--- src/rtl/mem_controller.sv ---
// Memory-stage controller for the 48-bit CPU: decodes M-stage accesses to the
// external data RAM and to the internal TX FIFO, cycle counter and compare timer.
module mem_controller #(
    parameter int DATA_W     = 48,
    parameter int FIFO_DEPTH = 8,
    parameter int RAM_AW     = 13
) (
    input  logic                CLK,
    input  logic                Reset,
    input  logic                MemWriteM,
    input  logic [DATA_W-1:0]   ALUOutM,
    input  logic [DATA_W-1:0]   WriteDataM,
    input  logic [2:0]          MemoryControl,
    output logic [DATA_W-1:0]   ReadDataM,
    output logic [RAM_AW-1:0]   ram_addr,
    output logic [DATA_W-1:0]   ram_wdata,
    output logic                ram_we,
    output logic [DATA_W/8-1:0] ram_be,
    input  logic [DATA_W-1:0]   ram_rdata,
    output logic [7:0]          tx_data,
    output logic                tx_valid,
    input  logic                tx_ready,
    output logic                timer_irq,
    output logic                bus_err
);

    localparam int PW = (FIFO_DEPTH > 1) ? $clog2(FIFO_DEPTH) : 1;

    typedef enum logic [2:0] {
        REG_RAM,
        REG_TXDATA,
        REG_TXSTAT,
        REG_CYCLE,
        REG_CMP,
        REG_TSTAT,
        REG_NONE
    } region_t;

    region_t           w_region;
    logic [15:0]       w_addr;
    logic              w_act;
    logic              w_byte;
    logic              w_store;
    logic              w_load;
    logic              w_unused;

    logic [7:0]        r_mem [FIFO_DEPTH];
    logic [PW-1:0]     r_wptr;
    logic [PW-1:0]     r_rptr;
    logic [PW:0]       r_count;
    logic              w_full;
    logic              w_empty;
    logic              w_push;
    logic              w_pop;
    logic              w_overflow;
    logic [DATA_W-1:0] w_txstat;

    logic [DATA_W-1:0] r_cyc;
    logic [DATA_W-1:0] w_cyc_next;
    logic [DATA_W-1:0] r_cmp;
    logic              r_flag;
    logic              r_bus_err;
    logic              w_cmp_wr;
    logic              w_tstat_wr;

    assign w_addr   = ALUOutM[15:0];
    assign w_act    = MemoryControl[0];
    assign w_byte   = MemoryControl[1];
    assign w_store  = w_act & MemWriteM;
    assign w_load   = w_act & ~MemWriteM;
    assign w_unused = ^{ALUOutM[DATA_W-1:16], MemoryControl[2]};

    always_comb begin
        w_region = REG_NONE;
        if (!w_addr[15]) begin
            w_region = REG_RAM;
        end else begin
            case (w_addr)
                16'h8000: w_region = REG_TXDATA;
                16'h8004: w_region = REG_TXSTAT;
                16'h8008: w_region = REG_CYCLE;
                16'h800C: w_region = REG_CMP;
                16'h8010: w_region = REG_TSTAT;
                default:  w_region = REG_NONE;
            endcase
        end
    end

    assign ram_addr  = ALUOutM[RAM_AW+1:2];
    assign ram_wdata = WriteDataM;
    assign ram_we    = w_store & (w_region == REG_RAM) & ~Reset;
    assign ram_be    = w_byte ? {{(DATA_W/8-1){1'b0}}, 1'b1} : '1;

    assign w_full     = (r_count == (PW+1)'(FIFO_DEPTH));
    assign w_empty    = (r_count == '0);
    assign w_pop      = tx_valid & tx_ready;
    // A pop in the same cycle frees the head slot, so a push into a full FIFO is still accepted.
    assign w_push     = w_store & (w_region == REG_TXDATA) & (~w_full | w_pop);
    assign w_overflow = w_store & (w_region == REG_TXDATA) & w_full & ~w_pop;

    assign tx_valid = ~w_empty;
    assign tx_data  = w_empty ? '0 : r_mem[r_rptr];

    always_comb begin
        w_txstat      = '0;
        w_txstat[6:2] = 5'(r_count);
        w_txstat[1]   = w_empty;
        w_txstat[0]   = w_full;
    end

    assign w_cyc_next = r_cyc + 1'b1;
    assign w_cmp_wr   = w_store & (w_region == REG_CMP);
    assign w_tstat_wr = w_store & (w_region == REG_TSTAT);
    assign timer_irq  = r_flag;
    assign bus_err    = r_bus_err;

    always_comb begin
        ReadDataM = '0;
        if (w_load) begin
            case (w_region)
                REG_RAM:    ReadDataM = w_byte ? {{(DATA_W-8){1'b0}}, ram_rdata[7:0]} : ram_rdata;
                REG_TXSTAT: ReadDataM = w_txstat;
                REG_CYCLE:  ReadDataM = r_cyc;
                REG_CMP:    ReadDataM = r_cmp;
                REG_TSTAT:  ReadDataM = {{(DATA_W-1){1'b0}}, r_flag};
                default:    ReadDataM = '0;
            endcase
        end
    end

    always_ff @(posedge CLK) begin
        if (w_push) begin
            r_mem[r_wptr] <= WriteDataM[7:0];
        end
    end

    always_ff @(posedge CLK) begin
        if (Reset) begin
            r_wptr  <= '0;
            r_rptr  <= '0;
            r_count <= '0;
        end else begin
            if (w_push) r_wptr <= r_wptr + 1'b1;
            if (w_pop)  r_rptr <= r_rptr + 1'b1;
            case ({w_push, w_pop})
                2'b10:   r_count <= r_count + 1'b1;
                2'b01:   r_count <= r_count - 1'b1;
                default: r_count <= r_count;
            endcase
        end
    end

    // Priority: CMP store clears and suppresses the match, then TSTAT clear, then set.
    always_ff @(posedge CLK) begin
        if (Reset) begin
            r_cyc     <= '0;
            r_cmp     <= '0;
            r_flag    <= 1'b0;
            r_bus_err <= 1'b0;
        end else begin
            r_cyc <= w_cyc_next;
            if (w_cmp_wr) begin
                r_cmp  <= WriteDataM;
                r_flag <= 1'b0;
            end else if (w_tstat_wr) begin
                r_flag <= 1'b0;
            end else if (w_cyc_next == r_cmp) begin
                r_flag <= 1'b1;
            end
            if ((w_act & (w_region == REG_NONE)) | w_overflow) begin
                r_bus_err <= 1'b1;
            end
        end
    end

endmodule

--- config.mk ---
export PLATFORM = sky130hd
export DESIGN_NAME = mem_controller
export DESIGN_NICKNAME = d
export VERILOG_FILES = /design/src/rtl/mem_controller.sv
export SDC_FILE = /design/constraint.sdc
export NUM_CORES = 1
export LEC_CHECK = 0
export ABC_CLOCK_PERIOD_IN_PS = 4000
export BUFFER_PORTS_ARGS = -buffer_cell sky130_fd_sc_hd__buf_2
export CELL_PAD_IN_SITES_DETAIL_PLACEMENT = 0
export CELL_PAD_IN_SITES_GLOBAL_PLACEMENT = 1
export CORE_AREA = 2 2 162 164
export DETAILED_ROUTE_END_ITERATION = 8
export DIE_AREA = 0 0 164 166
export PLACE_DENSITY = 0.8
export SYNTH_ARGS = -nofsm -noshare
export SYNTH_HDL_FRONTEND = slang
export SYNTH_SLANG_ARGS = --single-unit
--- constraint.sdc ---
create_clock -name CLK -period 4 [get_ports CLK]
set_input_delay 0.8 -clock CLK [delete_from_list [all_inputs] [get_ports CLK]]
set_output_delay 0.8 -clock CLK [all_outputs]
set_load 0.01 [all_outputs]
After elaboration in Yosys (flattened, before gate mapping)
Memory sizes are Yosys's and may differ from the RTL's. A register that Yosys moved wholly into a read port is not among the register bits.
Index checks and enable logic that the tools add are counted.
{"block": "word_totals", "reg_bits": 108, "ramBits": 64, "in_bits": 151, "out_inout_bits": 127, "elab_cells": 63, "mem_count": 1}
{"block": "classes", "n_addsub": 5, "n_eq_ne": 15, "n_mux": 12, "n_bitwise": 19, "n_reduce_logical": 4}
{"memory": "r_mem", "depth": 8, "width": 8, "read_ports": 1, "rd_clocked_by_memory_dff": 1, "write_ports": 1, "line": "47", "source": "logic [7:0] r_mem [FIFO_DEPTH];"}
{"cell": "case mux 48 bit (5 select lines)", "count": 1}
{"cell": "two-way mux 48 bit", "count": 2}
{"cell": "equality test 16 bit (second input constant)", "count": 5}
{"cell": "adder 48 x 1 -> 48 bit (second input constant)", "count": 1}
{"cell": "equality test 48 bit", "count": 1}
{"cell": "case mux 3 bit (5 select lines)", "count": 1}
{"cell": "bitwise AND 1 bit", "count": 12}
{"cell": "equality test 3 bit (second input constant)", "count": 3}
{"cell": "two-way mux 3 bit", "count": 3}
{"cell": "two-way mux 8 bit", "count": 1}
{"cell": "case mux 4 bit (2 select lines)", "count": 1}
{"cell": "adder 3 x 1 -> 3 bit (second input constant)", "count": 2}
{"cell": "equality test 3 x 2 -> 1 bit (second input constant)", "count": 2}
{"cell": "two-way mux 6 bit", "count": 1}
{"cell": "inverter 1 bit", "count": 5}
{"cell": "adder 4 x 1 -> 4 bit (second input constant)", "count": 1}
{"cell": "equality test 4 bit (second input constant)", "count": 1}
{"cell": "zero test 4 bit", "count": 1}
{"cell": "subtractor 4 x 1 -> 4 bit (second input constant)", "count": 1}
{"cell": "equality test 3 x 1 -> 1 bit (second input constant)", "count": 1}
{"cell": "zero test 3 bit", "count": 1}
{"cell": "OR reduction 3 bit", "count": 1}
{"cell": "equality test 2 x 1 -> 1 bit (second input constant)", "count": 1}
{"cell": "equality test 2 bit (second input constant)", "count": 1}
{"cell": "3 further kinds", "count": 5}

Logic depth before layout (Yosys ltp)
{"block": "logic_depth", "word_depth": 8, "mapped_depth": 13, "ltp_nobuf": 13}

Least setup slack after synthesis
No wires, ideal clock.
{"block": "synth_timing", "kind": "input port to output port", "from": "input ALUOutM[8]", "to": "output ReadDataM[24]", "arrival_ns": 2.727, "required_ns": 3.200, "path_slack_ns": 0.473, "cell_stages": 9, "path_buffers": 3, "cell_sequence": "nor4b_1 -> nand4_1 -> nor2_1 -> and3_1 -> clkbuf_1 -> clkbuf_1 -> buf_1 -> a222oi_1 -> nor2_1"}
{"block": "synth_between", "elab_chain_cells": 6, "elab_cells_between_ends": 14, "classes_between": "eq/ne (9); mux (4); reduce/logical (1)"}
{"element": "from (decl)", "line": "11", "source": "input logic [DATA_W-1:0] ALUOutM,"}
{"element": "equality test 16 bit", "line": "78", "source": "case (w_addr)"}
{"element": "case mux 3 bit (5 select lines) (*)", "line": "78"}
{"element": "two-way mux 3 bit (*)", "line": "75", "source": "if (!w_addr[15]) begin"}
{"element": "equality test 3 bit, or another cell as far along", "line": "120", "source": "case (w_region)"}
{"element": "case mux 48 bit (5 select lines) (*)", "line": "120"}
{"element": "two-way mux 48 bit (*)", "line": "119", "source": "if (w_load) begin"}
{"element": "to (decl)", "line": "14", "source": "output logic [DATA_W-1:0] ReadDataM,"}
Mark *: on every way between the ends. The rest lies on a longest branch, timed or not.

Worst setup path after layout
{"block": "layout_timing", "from": "input ALUOutM[1]", "to": "output ReadDataM[3]"}
Same word-level chain as after synthesis.

==> results.md <==
- Setup Total Neg Slack: 0 ps
- Synth top area share: 22.7%
- CTS Hold Buffers Added: 0
- Overflow after GRT: 0
- Drt wl/cell: 18.7 µm
- N_diodes: 0
- Final hold vios: 0
- Vias: 8404
- WS Path Type: input pin to output pin
- Drt total wl: 29200 µm
- Unique masters post-synth: 69
- Synthesized net count: 1217
- Netlist Area Pre-Place: 0.00979 mm²
- Clock sinks: 175
- Number of global-route vias before repair: 8137
- Worst r2r path cells: 9
- Clk slew on worst S/H paths: 80 ps
- #FFs+latches synth: 175
- Tot Pwr: 4.30 mW
- Actual slew at the worst max-slew pin: 786 ps
- Area Growth Syn to Fin: 17.6%
- Flop-to-flop setup slack: 640 ps
- DP HPWL: 22100 µm
- Status: finished clean
- Max clock buf depth: 2
- Critical Path Fanout Max: 23
- Setup bufs post-CTS: 0
- Final setup vio count: 0
- Predominant post-synthesis flop cell: dfxtp_1
- Unrepaired setup endpoints after global routing: no
- LEAKAGE: 4.23 nW
- Share of layout cells above drive strength 1: 28.1%
- Initial core utilization: 38.2%
- Final #Nets: 1368
- Post-synth EDFFs: 64
- CP most frequent cell: buf_2
- Util after Layout: 45.0%
- Required time of the worst setup path: 3200 ps
- Core ar.: 0.0256 mm²
- F_max: 270 MHz
- Most common cell after layout, fill and taps aside: buf_2
- Worst IR drop on VDD: 0.280 mV
- Slew HR: 47.1%
- Initial drt markers: 633
- Async SR Flop Fraction: 0%
- DRT antenna net count: 0
- Root buffer cell: clkbuf_16
- Port bufs: 243
- Clock skew: 18.3 ps
- # Max-Cap Violations: 0
- FP Rows: 59
- Crit path DAT: 2910 ps
- Max stage delay on crit path: 320 ps
- Die height: 166 µm
- # DRC: 0
- Period utilization: 92.6%
- Crit Reg-Reg Endpoint: timer_irq$_SDFFE_PP0N_
- Seq. cell area: 0.00414 mm²
- Worst path slowest cell: nand4_1
- Syn_area_per_cell: 9.24 µm²
- Largest net degree at the start of global routing: 63
- Final Max Slew Viols: 0
- Mapped Cells: 1060
- H-tree depth: 4
- Gr usage total: 21.4%
- CP Cell Sequence: buf_2 > nor4_1 > nand4_1 > nor2_1 > and3_2 > buf_4 > a222oi_1 > a21oi_1 > buf_2
- Final-layout fill cell count: 2512
- Pwr Density: 374 mW/mm²
- Multi-input gate area: 0.00481 mm²
- CP startpoint kind: input pin
- TritonCTS Buffers: 17
- Setup crit end kind: output pin
- Critical R2R Launch: r_cyc[28]$_SDFF_PP0_
- TritonCTS clock tree: yes
- Initial antenna violation count: 1
- Largest area contributor in the netlist: dfxtp_1
- Min cycle time layout: 3710 ps
- First-pass GRT wire length: 45300 µm
- Chip width: 164 µm
- IO Count: 278
- Gpl congestion: 0.910
- Worst hold path class: flip-flop to flip-flop
- Commonest non-fill, non-tap cells in the layout: buf_2, nand2_1, nor2_1
- Seq/Total Area, Yosys: 42.3%
- Top cells by area, synth: dfxtp_1, edfxtp_1, nand2_1
- Synthesis Warnings: 0
- Critical Path End: ReadDataM[3]
- DR vias/cell: 5.39
- Clock latency on the worst-skew pair: 450 ps
- CP Launch Point: ALUOutM[1]
- Die area: 0.0272 mm²
- DRT Pass-1 Iters: 6
- Resize count post-CTS: 0
-- cells by family (layout without fill, tap and decap cells) --
family                     count (synthesis)  after routing  share of synthesized area, %
and+or+nand+nor                          448            448                          22.4
DFF                                      175            175                          42.3
AOI/OAI and AO/OA                        164            164                          12.0
buffers and inverters                    155            319                          8.90
xor gates and xnor gates                  81             81                          8.42
muxes                                     30             30                          5.14
adders and majority gates                  6              6                         0.843
other                                      1              1                        0.0383
-- per-layer routing --
metal	up-vias	GRT usage [%]	part of all wire, %
met5	-	0	0.044
met4	2	5.95	1.7
met3	37	4.17	5.4
met2	282	35.5	48
met1	3998	28.4	44
li1	4085	-	-
-- cells in the mapped netlist (3+ instances only) --
library cell  number
a211o_1            3
a211oi_1           4
a21oi_1           66
a222oi_1          47
and2_1             3
and3_1            11
and4_1             7
buf_1              8
buf_2              7
buf_4             69
buf_6              3
clkbuf_1          52
dfxtp_1          111
edfxtp_1          64
ha_1               5
inv_1             15
mux2i_1           12
mux4_2            16
nand2_1          148
nand2b_1           7
nand3_1           28
nand3b_1           4
nand4_1           28
nor2_1           133
nor2b_1            5
nor3_1            18
nor3b_1            8
nor4_1            19
nor4_2             3
nor4b_1            3
o211ai_1           4
o21ai_0           12
o22ai_1            4
o2bb2ai_1          4
o32a_1             3
or2_2              4
or4_1              4
xnor2_1           46
xnor3_1            4
xor2_1            27
xor3_1             4
-- flip-flops by register name (all words and copies together) (netlist names), named ones only --
register and count:
r_rptr 3, r_wptr 3, timer_irq 1, r_cyc 48, bus_err 1, r_mem 64
r_count 4, r_cmp 48
-- cell type report --
class / count / share of cell area [%]
clock buffers: 18 / 3.73
clock inverters: 14 / 1.67
inverters: 16 / 0.521
multi-input cells: 730 / 41.7
flip-flops and latches: 175 / 36.0
well taps: 335 / 3.64
repair buffers: 271 / 12.7
-- critical path: cells and delay by family --
kind                   cells  cell delay (ps)
buffers and inverters      3              560
AND/OR/NAND/NOR            4             1150
AO/OA/AOI/OAI              2              390
-- metrics by stage --
stage,setup slack [ps],cell area (µm²),cells,hold WS (ps)
final,295,11500,1559,466
after global routing,56.0,11500,1559,510
after CTS,302,11500,1559,467
after detailed placement,314,10900,1527,456
after floorplan,473,9790,1060,449
after global placement,299,10900,1527,452
-- worst min-delay path by stage --
stage | slack [ps] | cells after the start | from | end
after floorplan | 450 | 2 | r_cmp[16]$_SDFFE_PP0P_ | r_cmp[16]$_SDFFE_PP0P_
after CTS | 470 | 2 | bus_err$_SDFFE_PP0P_ | bus_err$_SDFFE_PP0P_
final | 470 | 2 | bus_err$_SDFFE_PP0P_ | bus_err$_SDFFE_PP0P_
after global routing | 510 | 2 | r_cmp[33]$_SDFFE_PP0P_ | r_cmp[33]$_SDFFE_PP0P_
after detailed placement | 460 | 2 | bus_err$_SDFFE_PP0P_ | bus_err$_SDFFE_PP0P_
after global placement | 450 | 2 | bus_err$_SDFFE_PP0P_ | bus_err$_SDFFE_PP0P_
-- where the power goes --
group | switching (mW) | internal [mW]
combinational | 0.341 | 0.303
sequential | 0.0421 | 1.87
clock | 0.844 | 0.906
total | 1.23 | 3.08
(Power assumes the default switching activity.)
